`src/rtl/mips_cpu_lsu.sv`:
```
// mips_cpu_lsu: load/store unit driving the word-wide data_ port, with RMW sub-word stores and big-endian lanes.
// Optional MIPS_LSU_LWLR_EN enables LWL/LWR; without it op 8/9 report err.
module mips_cpu_lsu #(
    parameter int ADDR_W = 32
) (
    input  logic              clk,
    input  logic              reset_n,
    input  logic              op_valid,
    output logic              op_ready,
    input  logic [3:0]        op_type,
    input  logic [ADDR_W-1:0] op_addr,
    input  logic [31:0]       op_wdata,
    input  logic [31:0]       op_rt,
    output logic              done,
    output logic [31:0]       load_data,
    output logic              err,
    output logic [ADDR_W-1:0] data_address,
    output logic              data_read,
    output logic              data_write,
    output logic [31:0]       data_writedata,
    input  logic [31:0]       data_readdata
);
    localparam logic [3:0] OP_LB = 4'd0, OP_LBU = 4'd1, OP_LH = 4'd2, OP_LHU = 4'd3, OP_LW = 4'd4;
    localparam logic [3:0] OP_SB = 4'd5, OP_SH = 4'd6, OP_SW = 4'd7, OP_LWL = 4'd8, OP_LWR = 4'd9;
`ifdef MIPS_LSU_LWLR_EN
    localparam bit LWLR = 1'b1;
`else
    localparam bit LWLR = 1'b0;
`endif

    typedef enum logic [2:0] {IDLE, RD, WR, RMW_RD, RMW_WR, RESP} state_t;
    state_t state, state_nx;

    logic [3:0]        r_type;
    logic [ADDR_W-1:0] r_addr;
    logic [31:0]       r_wdata, r_rt, rmw_word, ld_val, merged, mask, lane;
    logic              r_err, bad;
    logic [1:0]        k;
    logic [7:0]        byte_v;
    logic [15:0]       half_v;

    assign k = r_addr[1:0];

    always_comb begin
        bad = 1'b0;
        case (op_type)
            OP_LB, OP_LBU, OP_SB:  bad = 1'b0;
            OP_LH, OP_LHU, OP_SH:  bad = op_addr[0];
            OP_LW, OP_SW:          bad = |op_addr[1:0];
            OP_LWL, OP_LWR:        bad = !LWLR;
            default:               bad = 1'b1;
        endcase
    end

    always_comb begin
        state_nx       = state;
        op_ready       = 1'b0;
        done           = 1'b0;
        data_read      = 1'b0;
        data_write     = 1'b0;
        case (state)
            IDLE: begin
                op_ready = 1'b1;
                if (op_valid)
                    state_nx = bad ? RESP :
                               (op_type == OP_SW) ? WR :
                               (op_type == OP_SB || op_type == OP_SH) ? RMW_RD : RD;
            end
            RD:     begin data_read  = 1'b1; state_nx = RESP;   end
            WR:     begin data_write = 1'b1; state_nx = RESP;   end
            RMW_RD: begin data_read  = 1'b1; state_nx = RMW_WR; end
            RMW_WR: begin data_write = 1'b1; state_nx = RESP;   end
            RESP:   begin done       = 1'b1; state_nx = IDLE;   end
            default: state_nx = IDLE;
        endcase
    end

    assign err          = done & r_err;
    assign data_address = {r_addr[ADDR_W-1:2], 2'b00};

    // Lane 0 is the most significant byte of the word
    assign byte_v = data_readdata[{~k, 3'b000} +: 8];
    assign half_v = data_readdata[{~k[1], 4'b0000} +: 16];

    always_comb begin
        ld_val = data_readdata;
        case (r_type)
            OP_LB:   ld_val = {{24{byte_v[7]}}, byte_v};
            OP_LBU:  ld_val = {24'd0, byte_v};
            OP_LH:   ld_val = {{16{half_v[15]}}, half_v};
            OP_LHU:  ld_val = {16'd0, half_v};
            OP_LWL:  ld_val = (data_readdata << {k, 3'b000}) | (r_rt & ((32'd1 << {k, 3'b000}) - 32'd1));
            OP_LWR:  ld_val = (data_readdata >> {~k, 3'b000}) | (r_rt & ~(32'hFFFF_FFFF >> {~k, 3'b000}));
            default: ld_val = data_readdata;
        endcase
    end

    assign mask           = (r_type == OP_SH) ? (32'hFFFF_0000 >> {k[1], 4'b0000}) : (32'hFF00_0000 >> {k, 3'b000});
    assign lane           = (r_type == OP_SH) ? {2{r_wdata[15:0]}} : {4{r_wdata[7:0]}};
    assign merged         = (rmw_word & ~mask) | (lane & mask);
    assign data_writedata = (state == WR) ? r_wdata : merged;

    always_ff @(posedge clk or negedge reset_n) begin
        if (!reset_n) begin
            state     <= IDLE;
            r_type    <= '0;
            r_addr    <= '0;
            r_wdata   <= '0;
            r_rt      <= '0;
            r_err     <= 1'b0;
            rmw_word  <= '0;
            load_data <= '0;
        end else begin
            state <= state_nx;
            if (state == IDLE && op_valid) begin
                r_type  <= op_type;
                r_addr  <= op_addr;
                r_wdata <= op_wdata;
                r_rt    <= op_rt;
                r_err   <= bad;
            end
            if (state == RMW_RD) rmw_word <= data_readdata;
            if (state == RD) load_data <= ld_val;
        end
    end
endmodule

```
`config.mk`:
```
export PLATFORM = sky130hd
export DESIGN_NAME = mips_cpu_lsu
export DESIGN_NICKNAME = d
export VERILOG_FILES = /design/src/rtl/mips_cpu_lsu.sv
export SDC_FILE = /design/constraint.sdc
export NUM_CORES = 1
export LEC_CHECK = 0
export BUFFER_PORTS_ARGS = -buffer_cell sky130_fd_sc_hd__buf_2
export CORE_MARGIN = 1
export CORE_UTILIZATION = 40
export DETAILED_ROUTE_END_ITERATION = 10
export PLACE_DENSITY = 0.65
export SLEW_MARGIN = 25
export SYNTH_ARGS = -nofsm -noshare
export SYNTH_HDL_FRONTEND = slang
export SYNTH_SLANG_ARGS = --single-unit
```
`constraint.sdc`:
```
create_clock -name clk -period 2.45 [get_ports clk]
set_input_delay 0.245 -clock clk [delete_from_list [all_inputs] [get_ports clk]]
set_output_delay 0.245 -clock clk [all_outputs]
set_load 0.005 [all_outputs]
```
==> results.md, run 1 <==
* Largest net degree at the start of global routing at 76
* Post-synth EDFFs at 0
* Final Power at 14900 uW
* Fill cells at 2105
* Die Y at 153 um
* Layout area overhead at 21.7%
* LEAKAGE at 0.00498 uW
* Hold path startpoint: op_wdata[25]
* Final hold viol count at 0
* CTS Buffer Depth at 2
* Vias in the first global route at 7296
* DR WL/cell at 20.9 um
* Skew-Pair Late Insertion Delay at 440 ps
* Vias per inst at 5.60
* Worst Setup EP: data_writedata[21]
* Total wire length at 27300 um
* Root buf cell: clkbuf_16
* Failing checks: negative setup slack
* Hold crit path type: input pin to flop
* Net count, final at 1148
* Cell row count at 55
* Clock slew at reported path FFs at 70 ps
* Hpwl dp at 19800 um
* Die area at 23500 um^2
* Most used DFF post-synth: dfrtp_1
* Final core utilization at 49.5%
* Die Width at 153 um
* FF-to-FF End: load_data[29]
* Yosys top cell area share at 45.8%
* Core area at 22600 um^2
* Startpoint type of the worst setup path: flop
* Placed Instances at 1277
* Slew Limit Headroom at 52.0%
* Synth Instances at 816
* Actual slew at the worst max-slew pin at 719 ps
* Max H-tree Level at 4
* DR vias at 7347
* Critical register-to-register path startpoint: r_addr[0]
* FF+latch count, synth at 168
* Commonest non-fill, non-tap cell in the layout: buf_2
* TritonCTS clock tree: done
* Grt ovf at 0
* Global-route wire length before repair at 42700 um
* Area contributors post-synth: dfrtp_1, mux2_2, mux2i_1
* Initial antenna violation count at 1
* Synth area leader: dfrtp_1
* Worst R2R Path Depth at 7
* Routability cong. at 0.913
* DRC Markers at 0
* Iter 0 DRT Violations at 686
* # port buffers at 233
* Synthesized area at 9180 um^2
* Syn avg cell area at 11.2 um^2
* PwrDens at 1340 nW/um^2
* Unrepaired setup endpoints after global routing: yes
* Clk sinks at 168
* Setup Buffers After CTS at 0
* Async SR Flop Fraction at 100%
* Setup TNS at -64.4 ps
* Status: finished, violations left
* Critical path type: flop to primary output
* Final std cells w/o fill at 1311
* Final setup margin at -29.0 ps
* Reg-to-reg setup timing slack at 240 ps
* Cell variety after synth at 63
* Final period utilization at 101%
* # IOs at 236
* Worst VDD drop at 0.546 mV
* Minimum clock period at 2480 ps
* Initial Utilization at 40.6%
* Sequential fraction of the synthesis area at 45.8%
* Critical Path AT at 2230 ps
* Highest clock rate at 403 MHz
* Worst Path Required at 2200 ps
* Final Slew Violations at 0
* Final setup vio count at 4
* Inserted Clock Buffers at 17
* Worst-path fanout max at 8
* Share of layout cells above drive strength 1 at 46.6%
* Yosys warning count at 0
* Detailed Routing Iterations Pass 1 at 6
* Most frequent cells in the layout: buf_2, dfrtp_1, mux2_2, mux2i_1, a21oi_1
* Crit end category: primary output
* All-Layer GR Usage at 24.0%
* Max-cap violations at 0
* CP startpoint: r_type[2]
* Routed Antenna Nets at 0
* Setup Skew at 8.22 ps
sequential cells by signal, indices dropped and copies added, names as in the netlist:
signal,flops
load_data,32
r_addr,32
r_err,1
r_rt,32
r_type,4
r_wdata,32
rmw_word,32
state,3
synthesized netlist by cell type (all sizes together), types with 4 or more instances:
cell and count:
o2bb2ai 7, nor3 4, or3 8, dfrtp 168, mux2 151, o21ai 61, clkbuf 16, mux2i 82
buf 74, o211ai 8, nand2b 5, a222oi 5, o22ai 24, nor2 26, a32oi 9, a31oi 5
inv 7, nand2 55, a21oi 60
stage by stage:
step	hold slack, ps	cell area [um^2]	worst slack (ps)
final	27.6	11200	-29.0
after global routing	14.3	11200	-97.8
after floorplan	-50.6	9180	82.8
after CTS	16.5	11100	-60.4
after detailed placement	239	10500	276
after global placement	235	10500	295
worst min-delay path by stage:
stage | to | cells past startpoint
2_1_floorplan | load_data[0] | 0
3_3_place_gp | r_wdata[16] | 1
3_5_place_dp | r_wdata[16] | 1
4_1_cts | r_addr[15] | 2
5_1_grt | r_addr[15] | 2
6_report | r_wdata[25] | 2
layout make-up:
class / count / area [um^2] / share of cell area, %
Multi-Input combinational cell: 551 / 4470 / 40.0
Inverter: 8 / 30.0 / 0.269
Antenna cell: 1 / 2.50 / 0.0224
Tap cell: 285 / 357 / 3.19
Clock buffer: 18 / 439 / 3.93
Sequential cell: 168 / 4210 / 37.7
Clock inverter: 14 / 173 / 1.55
Timing Repair Buffer: 266 / 1490 / 13.3
per-layer routing:
| metal | share of wire [%] | track usage [%] | routed length, um |
|---|---|---|---|
| met1 | 43 | 31.5 | 11600 |
| met2 | 46 | 37.7 | 12700 |
| met3 | 8.7 | 7.12 | 2370 |
| met4 | 2.2 | 7.81 | 607 |
| met5 | 0.037 | 0 | 10 |
cells by family (layout without fill, tap and decap cells):
family / count (synthesis) / in the layout / share of synthesized area [%]
mux: 235 / 235 / 28.0
other cells: 1 / 3 / 0.0409
buf+inv: 98 / 306 / 6.44
xor+xnor: 1 / 1 / 0.0955
compound gates: 193 / 193 / 12.7
simple gates: 119 / 119 / 6.79
fa+ha+maj: 1 / 1 / 0.136
flops: 168 / 168 / 45.8
timing repair:
action,4_1_cts,5_1_grt
pin swaps,0,2
hold buffers,1,0
cloned,0,0
endpoints found under the setup margin,26,27
resized for setup,8,17
endpoints found under the hold margin,49,0
worst max-delay path, cell delays in order (launching register included):
cell and delay (ps):
dfrtp_1 380, nor4bb_4 180, o21ai_2 570, mux2i_1 380
o21ai_0 130, buf_2 150
where the power goes:
part	internal, uW	switching, uW	total, uW	leakage, uW
clock	1640	1200	2840	0.000302
combinational	3490	3520	7000	0.00271
sequential	4090	998	5080	0.00197
total	9210	5710	14900	0.00498
Note: power is estimated with default switching activity, not from simulation.
==> run 2, diff against run 1 <==
- PLACE_DENSITY: 0.65 -> 0.66
==> run 2 against run 1 <==
  * The flow still finishes with violations (negative setup slack)
  * Flip-flop and latch count unchanged
  * Sequential share of layout area down 0.15 points
  * Routed wire length up 1.2%
  * Die area unchanged
  * Sequential power about the same
  * Non-clock buffer count unchanged
  * Critical path type unchanged
  * Critical endpoint is now data_writedata[28]
  * Largest cell class unchanged
==> results.md, run 2 (synthesis gave the netlist of run 1 again) <==
* Worst VDD drop at 0.513 mV (was 0.546 mV)
* CP startpoint: r_type[3] (was r_type[2])
* Most frequent cells in the layout: buf_2, dfrtp_1, mux2_2, mux2i_1, a21oi_1 (unchanged)
* Final setup margin at -19.5 ps (was -29.0 ps)
* DRC Markers at 0 (unchanged)
* Clock slew at reported path FFs at 70 ps (about the same)
* Critical Path AT at 2220 ps (was 2230 ps)
* Critical-path cell list: nor4bb_4, buf_6, mux2_4, mux2i_2, o21ai_1, buf_2 (was nor4bb_4, o21ai_2, mux2i_1, o21ai_0, buf_2)
* Max-cap violations at 0 (unchanged)
* DR vias at 7378 (was 7347)
* Detailed Routing Iterations Pass 1 at 6 (unchanged)
* Root buf cell: clkbuf_16 (unchanged)
* Final hold viol count at 0 (unchanged)
* Post-DP Area at 10500 um^2 (about the same)
* Initial Utilization at 40.6% (unchanged)
* Worst R2R Path Depth at 7 (unchanged)
* Critical path's slowest cell: nor4bb_4 (was o21ai_2)
* Routability cong. at 0.896 (was 0.913)
* Die area at 23500 um^2 (unchanged)
* Routed Antenna Nets at 0 (unchanged)
* CP Depth at 6 (was 5)
* Placed Instances at 1275 (was 1277)
* Worst Path Required at 2200 ps (about the same)
* Share of layout cells above drive strength 1 at 46.4% (was 46.6%)
* Layout area overhead at 22.1% (was 21.7%)
* Slew Limit Headroom at 63.6% (was 52.0%)
* # IOs at 236 (unchanged)
* Total wire length at 27700 um (was 27300 um)
* Max stage delay on crit path at 430 ps (was 570 ps)
* Global-route wire length before repair at 42400 um (was 42700 um)
* Final Slew Violations at 0 (unchanged)
* Unrepaired setup endpoints after global routing: yes (unchanged)
* Final period utilization at 101% (about the same)
* Setup TNS at -19.5 ps (was -64.4 ps)
* Die Width at 153 um (unchanged)
* Highest clock rate at 405 MHz (was 403 MHz)
* FF-to-FF End: load_data[31] (was load_data[29])
* Critical register-to-register path startpoint: r_addr[0] (unchanged)
* DR WL/cell at 21.1 um (was 20.9 um)
* GR Util met3 at 5.50% (was 7.12%)
* Net count, final at 1148 (unchanged)
* WP buf/inv at 2 (was 1)
* Critical path type: flop to primary output (unchanged)
* # port buffers at 233 (unchanged)
* Commonest non-fill, non-tap cell in the layout: buf_2 (unchanged)
* Final setup vio count at 1 (was 4)
* Delay-heaviest family, CP: multiplexers (was compound AO/OA/AOI/OAI gates)
* All-Layer GR Usage at 23.7% (was 24.0%)
* Gr busiest metal: met2 (unchanged)
* Iter 0 DRT Violations at 689 (was 686)
* TritonCTS clock tree: done (unchanged)
* Max H-tree Level at 4 (unchanged)
* Initial antenna violation count at 2 (was 1)
* Final Instance Area at 11200 um^2 (about the same)
* Fin Hold WS at 23.1 ps (was 27.6 ps)
* Global Route met2 Usage at 37.6% (was 37.7%)
* Minimum clock period at 2470 ps (was 2480 ps)
* Setup Skew at 14.8 ps (was 8.22 ps)
* Vias in the first global route at 7317 (was 7296)
* LEAKAGE at 0.00499 uW (was 0.00498 uW)
* Skew-Pair Late Insertion Delay at 450 ps (was 440 ps)
* Status: finished, violations left (unchanged)
* Cell row count at 55 (unchanged)
* Final std cells w/o fill at 1311 (unchanged)
* Startpoint type of the worst setup path: flop (unchanged)
* Worst Setup EP: data_writedata[28] (was data_writedata[21])
* Vias per inst at 5.63 (was 5.60)
* Hpwl dp at 20100 um (was 19800 um)
* Reg-to-reg setup timing slack at 440 ps (was 240 ps)
* Crit end category: primary output (unchanged)
* Clk sinks at 168 (unchanged)
* Largest net degree at the start of global routing at 58 (was 76)
* Die Y at 153 um (unchanged)
* Failing checks: negative setup slack (unchanged)
* Hold crit path type: input pin to flop (unchanged)
* Grt ovf at 0 (unchanged)
* Inserted Clock Buffers at 17 (unchanged)
* Actual slew at the worst max-slew pin at 546 ps (was 719 ps)
* PwrDens at 1340 nW/um^2 (about the same)
* Setup WS pre-CTS at 415 ps (was 276 ps)
* Worst-path fanout max at 5 (was 8)
* CTS Buffer Depth at 2 (unchanged)
* Met1 usage at 32.3% (was 31.5%)
* Core area at 22600 um^2 (unchanged)
## run 2: what timing repair did
action                                 CTS  global route
gates cloned                             0             1
setup endpoints to repair               15            26
resized for setup                        6            31
pin swaps                                0             2
hold buffers                             1             0
setup buffers                            0             1
endpoints found under the hold margin   42             0
## run 2: power breakdown
part | switching, uW | internal [uW] | total [uW] | leakage, uW
Clock | 1160 | 1720 | 2880 | 0.000296
Combinational | 3500 | 3520 | 7020 | 0.00272
Sequential | 1020 | 4090 | 5110 | 0.00197
Total | 5670 | 9330 | 15000 | 0.00499
## run 2: area by class of cell
type | instances | area [um^2]
Tap cell | 285 | 357
Sequential cell | 168 | 4210
Clock inverter | 9 | 139
Antenna cell | 1 | 2.50
Multi-Input combinational cell | 551 | 4490
Inverter | 8 | 30.0
Clock buffer | 23 | 488
Timing Repair Buffer | 266 | 1500
Fill cell | 2145 | 11400
## run 2: per-layer routing
layer  vias up  wire (um)
li1       3357          -
met2       345      12700
met4         2        479
met5         -         12
met3        37       2310
met1      3637      12100
## run 2: stage by stage
step                      utilization (%)  total power, uW
after floorplan                         -             9690
after global placement               46.3            11700
after detailed placement             46.3            11900
after CTS                            49.2            14800
after global routing                 49.6            15900
final                                49.7            15000
## run 2: worst min-delay path by stage
stage | from | slack (ps) | to | cells past startpoint
final | op_rt[9] | 20 | r_rt[9] | 2
after global routing | op_wdata[2] | 20 | r_wdata[2] | 2
after CTS | op_addr[10] | 20 | r_addr[10] | 2
after detailed placement | reset_n | 220 | r_wdata[22] | 1
after global placement | reset_n | 210 | r_wdata[22] | 1
after floorplan | reset_n | -50 | load_data[0] | 0
==> run 3, diff against run 2 <==
- MAX_ROUTING_LAYER: default -> met4
==> run 3 against run 2 <==
  * Critical endpoint is now data_writedata[27]
  * Via count shrank 0.57%
  * The run now ends clean
  * Die area is the same
  * Sequential share of layout area shrank 0.17 points
  * Critical path depth is the same
  * Routed wire length shrank 0.71%
  * First-iteration DRC count grew 7.7%
  * Largest power group unchanged
  * Fmax grew 1.7%
  * Clock skew shrank 5.3 ps
  * Hold slack gained 14 ps
  * Clock power grew 4%
  * Register-to-register slack lost 60 ps
  * Sequential power is essentially flat
==> results.md, run 3 (synthesis gave the netlist of run 1 again) <==
* Hpwl dp at 19900 um (was 20100 um)
* Fill cells at 2058 (was 2145)
* Grt ovf at 0 (unchanged)
* Routability cong. at 0.918 (was 0.896)
* Reg area at 4210 um^2 (unchanged)
* Minimum clock period at 2430 ps (was 2470 ps)
* Fin Hold WS at 37.4 ps (was 23.1 ps)
* Worst VDD drop at 0.629 mV (was 0.513 mV)
* Core area at 22600 um^2 (unchanged)
* Largest net degree at the start of global routing at 65 (was 58)
* CTS Buffer Depth at 2 (unchanged)
* Iter 0 DRT Violations at 742 (was 689)
* Hold depth at 2 (unchanged)
* Worst R2R Path Depth at 5 (was 7)
* Setup TNS at 0 ps (was -19.5 ps)
* DR WL/cell at 20.9 um (was 21.1 um)
* Global-route wire length before repair at 42500 um (was 42400 um)
* Max-cap violations at 0 (unchanged)
* DRC Markers at 0 (unchanged)
* Critical register-to-register path startpoint: r_addr[1] (was r_addr[0])
* Hold path startpoint: op_addr[9] (was op_rt[9])
* Crit end category: primary output (unchanged)
* Setup Skew at 9.54 ps (was 14.8 ps)
* # port buffers at 233 (unchanged)
* DR vias at 7336 (was 7378)
* Hold Path End: r_addr[9] (was r_rt[9])
* Clock slew at reported path FFs at 70 ps (about the same)
* Vias per inst at 5.58 (was 5.63)
* Slew Limit Headroom at 57.3% (was 63.6%)
* Die area at 23500 um^2 (unchanged)
* Reg-to-reg setup timing slack at 380 ps (was 440 ps)
* LEAKAGE at 0.00501 uW (was 0.00499 uW)
* Hold crit path type: input pin to flop (unchanged)
* Commonest non-fill, non-tap cell in the layout: buf_2 (unchanged)
* Startpoint type of the worst setup path: flop (unchanged)
* TritonCTS clock tree: done (unchanged)
* Initial Utilization at 40.6% (unchanged)
* Share of layout cells above drive strength 1 at 46.5% (was 46.4%)
* Layout area overhead at 22.7% (was 22.1%)
* Total wire length at 27500 um (was 27700 um)
* Skew-Pair Late Insertion Delay at 440 ps (was 450 ps)
* Inserted Clock Buffers at 17 (unchanged)
* Highest clock rate at 412 MHz (was 405 MHz)
* Status: complete, no violations (was finished, violations left)
* Initial antenna violation count at 2 (unchanged)
* Critical Path AT at 2180 ps (was 2220 ps)
* Net count, final at 1149 (was 1148)
* Routed Antenna Nets at 0 (unchanged)
* Actual slew at the worst max-slew pin at 641 ps (was 546 ps)
* Detailed Routing Iterations Pass 1 at 5 (was 6)
* Die Y at 153 um (unchanged)
* Worst-path fanout max at 5 (unchanged)
* Critical path type: flop to primary output (unchanged)
* Clk sinks at 168 (unchanged)
* Vias in the first global route at 7293 (was 7317)
* FF-to-FF End: load_data[29] (was load_data[31])
* Die Width at 153 um (unchanged)
* # IOs at 236 (unchanged)
* All-Layer GR Usage at 24.6% (was 23.7%)
* Final setup vio count at 0 (was 1)
* Root buf cell: clkbuf_16 (unchanged)
* Final period utilization at 99.2% (was 101%)
* Multi-input logic area at 4480 um^2 (was 4490 um^2)
* Worst Path Required at 2200 ps (about the same)
* Cell row count at 55 (unchanged)
* PwrDens at 1340 nW/um^2 (about the same)
* Final core utilization at 49.9% (was 49.7%)
* Unrepaired setup endpoints after global routing: yes (unchanged)
* Final Slew Violations at 0 (unchanged)
* Max H-tree Level at 4 (unchanged)
* Most frequent cells in the layout: buf_2, dfrtp_1, mux2_2, mux2i_1, a21oi_1 (unchanged)
* Final hold viol count at 0 (unchanged)
[run 3: metrics by stage]
step | setup slack (ps) | cells | power [uW] | instance area [um^2]
6_report | 20.7 | 1314 | 15100 | 11300
2_1_floorplan | 82.8 | 817 | 9690 | 9180
5_1_grt | -92.1 | 1313 | 16100 | 11300
4_1_cts | 4.52 | 1309 | 15000 | 11200
3_3_place_gp | 435 | 1276 | 11800 | 10500
3_5_place_dp | 424 | 1276 | 11900 | 10500
[run 3: critical path, stage by stage, from the launching register on]
cell,delay [ps]
dfrtp_1,410
nor4bb_4,390
buf_6,190
mux2_2,350
mux2i_2,160
o21ai_0,110
buf_2,150
[run 3: layer usage]
metal | wire length, um | global-route usage (%) | up-vias
met1 | 12000 | 32.4 | 3619
met3 | 2230 | 6.27 | 28
met4 | 392 | 6.29 | 0
met2 | 12800 | 37.7 | 328
met5 | 0 | - | -
li1 | - | - | 3361
[run 3: timing repair]
action	in CTS	in global routing
hold endpoints to repair	61	0
cloned	0	1
pin swaps	0	4
resized for setup	3	32
hold buffers	1	0
setup buffers	0	1
endpoints found under the setup margin	11	16
[run 3: final cells by class]
cell class                      instances  share of cell area, %
Timing Repair Buffer                  267                   13.5
Tap cell                              285                   3.17
Inverter                                8                  0.267
Clock buffer                           20                   4.06
Sequential cell                       168                   37.3
Antenna cell                            3                 0.0667
Clock inverter                         12                   1.76
Multi-Input combinational cell        551                   39.8
[run 3: worst max-delay path by stage]
stage,cells past startpoint,end,startpoint,slack [ps]
after floorplan,9,load_data[29],r_addr[1],80
after global placement,5,data_writedata[0],r_type[0],440
after detailed placement,6,data_writedata[22],r_type[2],420
after CTS,6,data_writedata[27],r_type[0],5
after global routing,7,data_writedata[17],r_type[3],-90
final,6,data_writedata[27],r_type[3],20
[run 3: report_power, final]
part | leakage, uW | internal [uW] | switching, uW
registers | 0.00197 | 4090 | 993
clock network | 0.000316 | 1860 | 1140
logic | 0.00273 | 3520 | 3520
total | 0.00501 | 9470 | 5650
